**src/rtl/video_stream_pkg.sv**
```systemverilog
// Shared definitions for the video stream pipeline.
//   - Pixel field offsets within an unpacked {8'h00, R, G, B} beat.
//   - Packed-stream geometry: 3 bytes per pixel, 4 pixels per 3-word group.
//   - Phase encoding for the 4-pixel packing group.
package video_stream_pkg;

    localparam int unsigned R_MSB = 23;
    localparam int unsigned R_LSB = 16;
    localparam int unsigned G_MSB = 15;
    localparam int unsigned G_LSB = 8;
    localparam int unsigned B_MSB = 7;
    localparam int unsigned B_LSB = 0;

    localparam int unsigned BYTES_PER_PIXEL  = 3;
    localparam int unsigned PIXELS_PER_GROUP = 4;
    localparam int unsigned PIX_W            = BYTES_PER_PIXEL * 8;
    localparam int unsigned PH_W             = $clog2(PIXELS_PER_GROUP);

    typedef enum logic [PH_W-1:0] {
        PH_0 = 2'd0,
        PH_1 = 2'd1,
        PH_2 = 2'd2,
        PH_3 = 2'd3
    } ph_e;

endpackage

```
**src/rtl/axis_out_reg.sv**
```systemverilog
// Single-entry AXI4-Stream output register.
//   aclk, aresetn      : clock, asynchronous active-low reset
//   load               : capture load_tdata/tuser/tlast and assert tvalid
//   load_t*            : word and sideband to capture
//   accept             : current word is taken downstream this cycle
//   m_axis_t*          : registered master stream
// A load in the same cycle as an accept replaces the word and keeps tvalid high.
module axis_out_reg #(
    parameter int unsigned DATA_W = 32
) (
    input  logic              aclk,
    input  logic              aresetn,
    input  logic              load,
    input  logic [DATA_W-1:0] load_tdata,
    input  logic              load_tuser,
    input  logic              load_tlast,
    output logic              accept,
    output logic [DATA_W-1:0] m_axis_tdata,
    output logic              m_axis_tvalid,
    input  logic              m_axis_tready,
    output logic              m_axis_tlast,
    output logic              m_axis_tuser
);

    logic [DATA_W-1:0] tdata_q, tdata_d;
    logic              tvalid_q, tvalid_d;
    logic              tuser_q, tuser_d;
    logic              tlast_q, tlast_d;

    assign accept = tvalid_q && m_axis_tready;

    always_comb begin
        tdata_d  = tdata_q;
        tuser_d  = tuser_q;
        tlast_d  = tlast_q;
        tvalid_d = tvalid_q;
        if (load) begin
            tdata_d  = load_tdata;
            tuser_d  = load_tuser;
            tlast_d  = load_tlast;
            tvalid_d = 1'b1;
        end else if (accept) begin
            tvalid_d = 1'b0;
        end
    end

    always_ff @(posedge aclk or negedge aresetn) begin
        if (!aresetn) begin
            tdata_q  <= '0;
            tuser_q  <= 1'b0;
            tlast_q  <= 1'b0;
            tvalid_q <= 1'b0;
        end else begin
            tdata_q  <= tdata_d;
            tuser_q  <= tuser_d;
            tlast_q  <= tlast_d;
            tvalid_q <= tvalid_d;
        end
    end

    assign m_axis_tdata  = tdata_q;
    assign m_axis_tvalid = tvalid_q;
    assign m_axis_tuser  = tuser_q;
    assign m_axis_tlast  = tlast_q;

endmodule

```
**src/rtl/axis_rgb_frame_packer.sv**
```systemverilog
// Packs unpacked {8'h00, R, G, B} pixels into a dense 24 bpp byte stream
// (B, G, R per pixel, little-endian, 4 pixels -> 3 words) with video framing.
//   aclk, aresetn           : clock, asynchronous active-low reset
//   s_axis_tdata/tvalid/tready : one pixel per beat, bits [31:24] ignored
//   m_axis_tdata/tvalid/tready : packed words, byte0 in [7:0]
//   m_axis_tuser            : start of frame (word from pixel x=1, y=0)
//   m_axis_tlast            : end of line (word from pixel x=H_ACTIVE-1)
//   frame_done              : pulse after the last word of a frame is accepted
module axis_rgb_frame_packer
    import video_stream_pkg::*;
#(
    parameter int unsigned H_ACTIVE = 640,
    parameter int unsigned V_ACTIVE = 480
) (
    input  logic        aclk,
    input  logic        aresetn,
    input  logic [31:0] s_axis_tdata,
    input  logic        s_axis_tvalid,
    output logic        s_axis_tready,
    output logic [31:0] m_axis_tdata,
    output logic        m_axis_tvalid,
    input  logic        m_axis_tready,
    output logic        m_axis_tlast,
    output logic        m_axis_tuser,
    output logic        frame_done
);

    localparam int unsigned XW = $clog2(H_ACTIVE);
    localparam int unsigned YW = (V_ACTIVE > 1) ? $clog2(V_ACTIVE) : 1;

    logic [XW-1:0]    x_q, x_d;
    logic [YW-1:0]    y_q, y_d;
    logic [PIX_W-1:0] res_q, res_d;
    logic             eof_q;
    logic             frame_done_q;

    logic [7:0]  pix_r, pix_g, pix_b;
    logic        unused_alpha;
    ph_e         ph;
    logic        pix_acc;
    logic        x_last, y_last;
    logic        produce;
    logic [31:0] word;
    logic        word_sof, word_eol, word_eof;
    logic        out_accept;

    assign pix_r        = s_axis_tdata[R_MSB:R_LSB];
    assign pix_g        = s_axis_tdata[G_MSB:G_LSB];
    assign pix_b        = s_axis_tdata[B_MSB:B_LSB];
    assign unused_alpha = ^s_axis_tdata[31:24];

    // H_ACTIVE is a multiple of 4, so the group phase is just x mod 4.
    assign ph = ph_e'(x_q[PH_W-1:0]);

    // A ph=0 pixel only fills the residual, so it never needs the output slot.
    assign s_axis_tready = (ph == PH_0) || !m_axis_tvalid || m_axis_tready;
    assign pix_acc       = s_axis_tvalid && s_axis_tready;

    assign x_last   = (x_q == XW'(H_ACTIVE - 1));
    assign y_last   = (y_q == YW'(V_ACTIVE - 1));
    assign word_sof = (x_q == XW'(1)) && (y_q == '0);
    assign word_eol = x_last;
    assign word_eof = x_last && y_last;

    always_comb begin
        x_d     = x_q;
        y_d     = y_q;
        res_d   = res_q;
        word    = '0;
        produce = 1'b0;
        if (pix_acc) begin
            x_d = x_last ? '0 : x_q + 1'b1;
            if (x_last) begin
                y_d = y_last ? '0 : y_q + 1'b1;
            end
            unique case (ph)
                PH_0: begin
                    res_d = {pix_r, pix_g, pix_b};
                end
                PH_1: begin
                    word    = {pix_b, res_q[23:0]};
                    res_d   = {8'h00, pix_r, pix_g};
                    produce = 1'b1;
                end
                PH_2: begin
                    word    = {pix_g, pix_b, res_q[15:0]};
                    res_d   = {16'h0000, pix_r};
                    produce = 1'b1;
                end
                PH_3: begin
                    word    = {pix_r, pix_g, pix_b, res_q[7:0]};
                    res_d   = '0;
                    produce = 1'b1;
                end
            endcase
        end
    end

    always_ff @(posedge aclk or negedge aresetn) begin
        if (!aresetn) begin
            x_q          <= '0;
            y_q          <= '0;
            res_q        <= '0;
            eof_q        <= 1'b0;
            frame_done_q <= 1'b0;
        end else begin
            x_q          <= x_d;
            y_q          <= y_d;
            res_q        <= res_d;
            // eof rides alongside the buffered word; y may move on before it drains.
            if (produce) begin
                eof_q <= word_eof;
            end
            frame_done_q <= out_accept && eof_q;
        end
    end

    assign frame_done = frame_done_q;

    axis_out_reg #(
        .DATA_W (32)
    ) u_out (
        .aclk          (aclk),
        .aresetn       (aresetn),
        .load          (produce),
        .load_tdata    (word),
        .load_tuser    (word_sof),
        .load_tlast    (word_eol),
        .accept        (out_accept),
        .m_axis_tdata  (m_axis_tdata),
        .m_axis_tvalid (m_axis_tvalid),
        .m_axis_tready (m_axis_tready),
        .m_axis_tlast  (m_axis_tlast),
        .m_axis_tuser  (m_axis_tuser)
    );

endmodule

```
**config.mk**
```make
export PLATFORM = sky130hd
export DESIGN_NAME = axis_rgb_frame_packer
export DESIGN_NICKNAME = d
export VERILOG_FILES = /design/src/rtl/video_stream_pkg.sv /design/src/rtl/axis_out_reg.sv /design/src/rtl/axis_rgb_frame_packer.sv
export SDC_FILE = /design/constraint.sdc
export NUM_CORES = 1
export LEC_CHECK = 0
export CAP_MARGIN = 20
export CELL_PAD_IN_SITES_DETAIL_PLACEMENT = 1
export CELL_PAD_IN_SITES_GLOBAL_PLACEMENT = 1
export CORE_ASPECT_RATIO = 0.8
export CORE_MARGIN = 2
export CORE_UTILIZATION = 42
export DETAILED_ROUTE_END_ITERATION = 7
export HOLD_SLACK_MARGIN = 0.03
export PLACE_DENSITY = 0.93
export SETUP_SLACK_MARGIN = 0.3
export SYNTH_ARGS = -nofsm -noshare
export SYNTH_HDL_FRONTEND = slang
export SYNTH_SLANG_ARGS = --single-unit
```
**constraint.sdc**
```tcl
create_clock -name aclk -period 4.05 [get_ports aclk]
set_input_delay 0.81 -clock aclk [delete_from_list [all_inputs] [get_ports aclk]]
set_output_delay 0.81 -clock aclk [all_outputs]
set_load 0.1 [all_outputs]
```
==> impl_metrics.csv, run 1 <==
group,metric,value,unit
timing,finalSetupViolations,0,
timing,rsz0062_at_grt,"false",
clocking,clkTransAtPathRegs,0.07,ns
timing,maxSlewHeadroom,29.7,%
critical_path,cp_max_fo,5,
placement,dp_worst_setup_slack,1.13,ns
critical_path,crit_arrival,2.06,ns
critical_path,reg2reg_to,"res_q[14]",
power,vdd_drop_max,511,uV
timing,hold_viol,0,
synth,syn_inst,405,
placement,gp_congestion,0.883,
critical_path,reg2reg_from,"x_q[0]",
power,pwr-share-clk,19.1,%
routing,via_per_inst,6.12,
synth,ys_seq_area_share,52.9,%
power,power_per_cell_area,926,mW/mm^2
routing,drtIter0Drc,370,
placement,dp_hpwl,7.91,mm
critical_path,crit_start,"m_axis_tready",
timing,max_freq,0.348,GHz
routing,wl_per_cell,21.2,um
timing,setup_ws,1.18,ns
placement,dp_cells,554,
final_layout,drive_gt1_share,6.32,%
critical_path,path_class,"input port to primary output",
floorplan,core_area,0.00863,sq mm
floorplan,rows,30,
critical_path,end_kind,"primary output",
outcome,status,"completed",
synth,ys.flop_type,"dfrtp_1",
final_layout,antenna_cells,0,
clocking,cts-root-buf,"clkbuf_16",
synth,ys_types,39,
power,switching_power,2.31,mW
synth,synth_area_leaders,"dfrtp_1, nand2_1, o21ai_0",
final_layout,area_growth_syn_to_layout,27.2,%
grt,grt_pass1_vias,3594,
clocking,cts_buffer_depth,2,
critical_path,startpoint_type,"input port",
power,power_frac_seq,28.9,%
routing,num_vias,3494,
routing,drt-pass1-iter-count,7,
synth,synth_warnings,0,
critical_path,cp.buffers_inverters,3,
grt,grt_pass1_wl,19.2,mm
critical_path,critPathMaxStageDelay,0.47,ns
final_layout,nets,498,
routing,ant_nets,0,
timing,tns,0,ns
clocking,post_cts_resized,0,
power,p_int,2.15,mW
synth,syn_area,0.00379,sq mm
synth,ys_seq_elements,80,
timing,finClkSkew,0.00709,ns
clocking,tritoncts,"built",
placement,port_buffers,64,
critical_path,crit_chain,"clkdlybuf4s50_1 > nor3b_4 > inv_1 > buf_4",
critical_path,crit_required,3.24,ns
timing,finalMaxSlewViolations,0,
synth,synth_edf_count,0,
final_layout,fin_cells,571,
power,power_switching_share,51.9,%
synth,synth_top_cell_by_area,"dfrtp_1",
timing,min_period_over_period,71.0,%
clocking,cts_num_sinks,80,
clocking,cts_made_buffers,9,
grt,antenna_found_initial,1,
critical_path,r2r_slack,1.42,ns
floorplan,ios,73,
grt,grt_max_degree,81,
job,cap_violations,0,
critical_path,critical_path.slowest_cell,"clkdlybuf4s50_1",
power,p_leak,2.04,nW
critical_path,ff2ff_path_depth,8,
critical_path,cpLargestDelayFamily,"buffers and inverters",
timing,tightest_slew,1.05,ns
critical_path,crit_end,"s_axis_tready",
floorplan,die_h,88.9,um
grt,grt.total_usage,26.2,%
power,power.total,4.46,mW
clocking,postCtsHoldBufs,0,
floorplan,initial_core_util,43.9,%
synth,yosysTopAreaCellShare,52.9,%
routing,routed_wl,12.1,mm
floorplan,fp.dieW,110,um
clocking,postCtsSetupRepairBufs,0,
clocking,insertion_delay,0.34,ns
synth,async_reset_ff_share,100,%
floorplan,die_area,0.00979,sq mm
clocking,cts_max_level,3,
synth,syn-num-nets,449,
critical_path,cp.depth,4,
grt,grt-ovfl-total,0,
timing,min_period,2.87,ns
routing,drc_errors,0,
synth,syn_area_per_cell,9.35,sq um
worst_hold_path,hold_path_class,"input port to async pin",
power,pwr-share-comb,52.1,%
timing,hold_slack,0.372,ns
==> registers in the layout (all words and copies together) (netlist names) <==
| signal | count |
|---|---|
| u_out.m_axis_tlast | 1 |
| u_out.m_axis_tdata | 32 |
| y_q | 9 |
| eof_q | 1 |
| res_q | 24 |
| frame_done | 1 |
| u_out.m_axis_tuser | 1 |
| x_q | 10 |
| u_out.m_axis_tvalid | 1 |
==> cell families (layout without fill, tap and decap cells) <==
family | count (synthesis) | count (layout) | share of synthesized area, %
XOR/XNOR | 9 | 9 | 2.08
flip-flops | 80 | 80 | 52.9
AND/OR/NAND/NOR | 159 | 159 | 19.6
AO/OA/AOI/OAI | 110 | 110 | 18.9
buffers and inverters | 39 | 93 | 3.90
adder cells (fa/ha/maj) | 8 | 8 | 2.64
==> power by group through the flow <==
| stage | Sequential [mW] | Clock [mW] | Combinational [mW] |
|---|---|---|---|
| global placement | 1.26 | 0 | 2.21 |
| global route | 1.32 | 0.894 | 2.46 |
| CTS | 1.28 | 0.856 | 2.31 |
| detailed placement | 1.29 | 0 | 2.28 |
| finish | 1.29 | 0.850 | 2.32 |
| floorplan | 2.17 | 0 | 0.771 |
==> layer usage <==
layer	up-vias	wire length, um	GRT usage (%)
met5	-	7	0
met4	2	412	12.5
met3	44	905	6.49
met2	178	5860	40.5
met1	1719	4930	34.8
li1	1551	-	-
==> how the worst min path moves through the flow <==
stage,end,slack (ns),cells after the start
3_5_place_dp,res_q[17],0.47,2
4_1_cts,res_q[17],0.48,2
3_3_place_gp,res_q[19],0.45,2
5_1_grt,y_q[0],0.38,1
6_report,res_q[23],0.37,1
2_1_floorplan,res_q[16],0.44,2
==> final cells by class <==
| class | instances | area, sq um |
|---|---|---|
| Fill cell | 988 | 3820 |
| Tap cell | 112 | 140 |
| Multi-Input combinational cell | 286 | 1640 |
| Sequential cell | 80 | 2000 |
| Timing Repair Buffer | 69 | 693 |
| Clock buffer | 10 | 239 |
| Inverter | 8 | 30.0 |
| Clock inverter | 6 | 75.1 |
==> per-stage QoR <==
stage / instance area [sq um] / utilization [%]
floorplan: 3790 / -
global placement: 4470 / 51.8
detailed placement: 4470 / 51.8
CTS: 4790 / 55.5
global route: 4820 / 55.8
finish: 4820 / 55.8
==> synthesized netlist by cell type (5+ instances only) <==
cell and count:
o31ai_1 5, nor2_1 27, a221oi_1 7, nand2_1 84, clkbuf_1 26, a22oi_1 16, a21oi_1 10, nand3_1 14
o21ai_0 53, nand4_1 5, xnor2_1 6, a222oi_1 16, inv_1 8, ha_1 8, dfrtp_1 80
==> cells in the final DEF (no fill, tap or decap), drive strengths merged, types with 8 or more instances in the layout <==
cell type      instances
a21oi                 10
a222oi                16
a22oi                 16
clkbuf                10
clkdlybuf4s50         62
dfrtp                 80
ha                     8
inv                   10
nand2                 84
nand3                 14
nor2                  27
o21ai                 54
Power figures use the tool's default switching activity.
==> inputs of run 2 (changes only) <==
--- a/config.mk
+++ b/config.mk
@@ -10,10 +10,10 @@
 export CELL_PAD_IN_SITES_GLOBAL_PLACEMENT = 1
 export CORE_ASPECT_RATIO = 0.8
 export CORE_MARGIN = 2
-export CORE_UTILIZATION = 42
+export CORE_UTILIZATION = 35
 export DETAILED_ROUTE_END_ITERATION = 7
 export HOLD_SLACK_MARGIN = 0.03
-export PLACE_DENSITY = 0.93
+export PLACE_DENSITY = 0.84
 export SETUP_SLACK_MARGIN = 0.3
 export SYNTH_ARGS = -nofsm -noshare
 export SYNTH_HDL_FRONTEND = slang
==> constraint.sdc (replaced) <==
create_clock -name aclk -period 2.6 [get_ports aclk]
set_input_delay 0.52 -clock aclk [delete_from_list [all_inputs] [get_ports aclk]]
set_output_delay 0.52 -clock aclk [all_outputs]
set_load 0.1 [all_outputs]
==> run 2 against run 1 <==
Effect of this change:
- count of clock-buffer cells in the layout rose by 2
- core utilization fell by 9.3 points
- routed wire length fell by 11%
- clock power rose by 45%
- die area rose by 19%
- cell count rose by 6.5%
- worst setup slack got worse by 0.80 ns
- highest routed layer is now met4
==> impl_metrics.csv, run 2 (synthesis results as in run 1) <==
group,metric,value,unit
power,pwr-share-clk,18.0,%
critical_path,crit_start,"x_q[0]",
clocking,tritoncts,"built",
floorplan,rows,33,
floorplan,fp.dieW,120,um
job,cap_violations,0,
routing,routed_wl,10.7,mm
final_layout,nets,507,
critical_path,cp.buffers_inverters,3,
critical_path,crit_arrival,1.70,ns
final_layout,drive_gt1_share,16.5,%
critical_path,startpoint_type,"flip-flop",
timing,setup_ws,0.378,ns
final_layout,largest_register_ffs,32,
floorplan,die_area,0.0117,sq mm
critical_path,path_class,"flip-flop to primary output",
grt,grt.total_usage,19.1,%
floorplan,die_h,97.0,um
timing,finalSetupViolations,0,
power,p_int,3.33,mW
critical_path,end_kind,"primary output",
timing,maxSlewHeadroom,57.2,%
placement,dp_worst_setup_slack,0.184,ns
routing,ant_nets,0,
timing,tightest_slew,0.640,ns
critical_path,reg2reg_from,"x_q[0]",
critical_path,ff2ff_path_depth,7,
power,vdd_drop_max,459,uV
final_layout,final_common_cell,"nand2_1",
timing,hold_slack,0.167,ns
timing,max_freq,0.450,GHz
critical_path,cpLargestDelayFamily,"buffers and inverters",
floorplan,ios,73,
routing,drt-pass1-iter-count,5,
placement,dpl_cell_area,0.00453,sq mm
floorplan,initial_core_util,36.4,%
critical_path,cp_max_fo,7,
timing,hold_viol,0,
timing,min_period,2.22,ns
grt,grt-ovfl-total,0,
clocking,insertion_delay,0.34,ns
final_layout,area_growth_syn_to_layout,27.8,%
routing,wl_per_cell,17.7,um
power,power_per_cell_area,1410,mW/mm^2
grt,antenna_found_initial,0,
final_layout,final_area,0.00484,sq mm
routing,drc_errors,0,
clocking,clkTransAtPathRegs,0.06,ns
clocking,cts_buffer_depth,2,
timing,min_period_over_period,85.5,%
routing,via_per_inst,5.50,
clocking,cts_made_buffers,9,
critical_path,crit_chain,"inv_2 > ha_2 > nor3b_4 > clkinvlp_4 > buf_12",
final_layout,final_cell_mix,"nand2_1, dfrtp_1, o21ai_0, buf_4, nor2_1",
critical_path,critical_path.slowest_cell,"dfrtp_2",
critical_path,crit_end,"s_axis_tready",
power,power_frac_seq,29.3,%
grt,grt_pass1_vias,3389,
routing,num_vias,3342,
timing,finClkSkew,0.00768,ns
critical_path,crit_required,2.08,ns
critical_path,r2r_slack,0.42,ns
placement,gp_congestion,0.813,
clocking,cts-root-buf,"clkbuf_16",
outcome,status,"completed",
grt,grt_max_degree,81,
timing,finalMaxSlewViolations,0,
power,pwr-share-comb,52.6,%
clocking,cts_max_level,3,
timing,tns,0,ns
grt,grt_pass1_wl,17.7,mm
power,p_leak,2.14,nW
routing,drtIter0Drc,518,
worst_hold_path,hold_path_class,"input port to async pin",
placement,port_buffers,64,
placement,dp_hpwl,7.45,mm
critical_path,critPathMaxStageDelay,0.43,ns
clocking,cts_num_sinks,80,
floorplan,core_area,0.0104,sq mm
power,power_switching_share,51.1,%
timing,rsz0062_at_grt,"false",
critical_path,reg2reg_to,"y_q[8]",
power,switching_power,3.47,mW
final_layout,antenna_cells,0,
critical_path,cp.depth,5,
==> run 2: cell types whose count changed in the layout (fill, tap and decap cells not counted), sizes merged <==
cell and change:
clkbuf +2, clkinv +1, inv -3, buf +45
clkdlybuf4s50 -36
==> run 2: final cells by class <==
cell class	count	area, sq um
fill	1202	5570
sequential	80	2010
multi-input combinational	286	1640
timing repair buffer	78	701
clock buffer	12	236
tap	140	175
clock inverter	4	45.0
inverter	8	33.8
==> run 2: routing by layer <==
metal / up-vias / global-route usage, % / routed length [um]
met3: 14 / 4.78 / 626
met1: 1663 / 25.8 / 4760
li1: 1562 / - / -
met5: - / 0 / 0
met4: 0 / 5.19 / 159
met2: 103 / 30.6 / 5200
==> run 2: stage by stage <==
stage / utilization, % / power (mW) / std cells
final: 46.5 / 6.80 / 608
after global routing: 46.5 / 7.17 / 608
after CTS: 46.4 / 6.81 / 606
after detailed placement: 43.5 / 5.55 / 588
after global placement: 43.5 / 5.44 / 588
after floorplan: - / 4.63 / 405
==> run 2: how the worst min path moves through the flow <==
stage                         start   endpoint  cells after the start
after detailed placement  res_q[22]  res_q[22]                      2
final                       aresetn     y_q[0]                      2
after global placement    res_q[17]  res_q[17]                      2
after global routing        aresetn     y_q[0]                      2
after floorplan             aresetn      eof_q                      0
after CTS                   aresetn     y_q[0]                      2
==> run 2: worst reg2reg max path, delay by kind of cell, from the launching register on <==
kind / cells / cell delay (ns)
and+or+nand+nor: 4 / 1.22
buffers and inverters: 2 / 0.25
adders and majority gates: 1 / 0.20
DFF: 1 / 0.46
==> run 2: repair_timing <==
item	4_1_cts	5_1_grt
endpoints found under the setup margin	1	3
endpoints found under the hold margin	0	0
pin swaps	1	0
resized for setup	1	0
hold buffers	0	0
setup buffers	2	2
==> run 2: power by group through the flow <==
stage               Sequential (mW)  Combinational (mW)  Clock [mW]
floorplan                      3.38                1.25           0
global placement               1.98                3.46           0
detailed placement             2.02                3.53           0
CTS                            2.00                3.56        1.25
global route                   2.06                3.82        1.30
finish                         2.00                3.58        1.23
==> inputs of run 3 (changes only) <==
--- a/config.mk
+++ b/config.mk
@@ -15,6 +15,7 @@
 export HOLD_SLACK_MARGIN = 0.03
 export PLACE_DENSITY = 0.84
 export SETUP_SLACK_MARGIN = 0.3
+export SKIP_LAST_GASP = 1
 export SYNTH_ARGS = -nofsm -noshare
 export SYNTH_HDL_FRONTEND = slang
 export SYNTH_SLANG_ARGS = --single-unit
==> results of run 3 <==
Same layout as run 2: the final DEF is identical, and so are final timing and power.
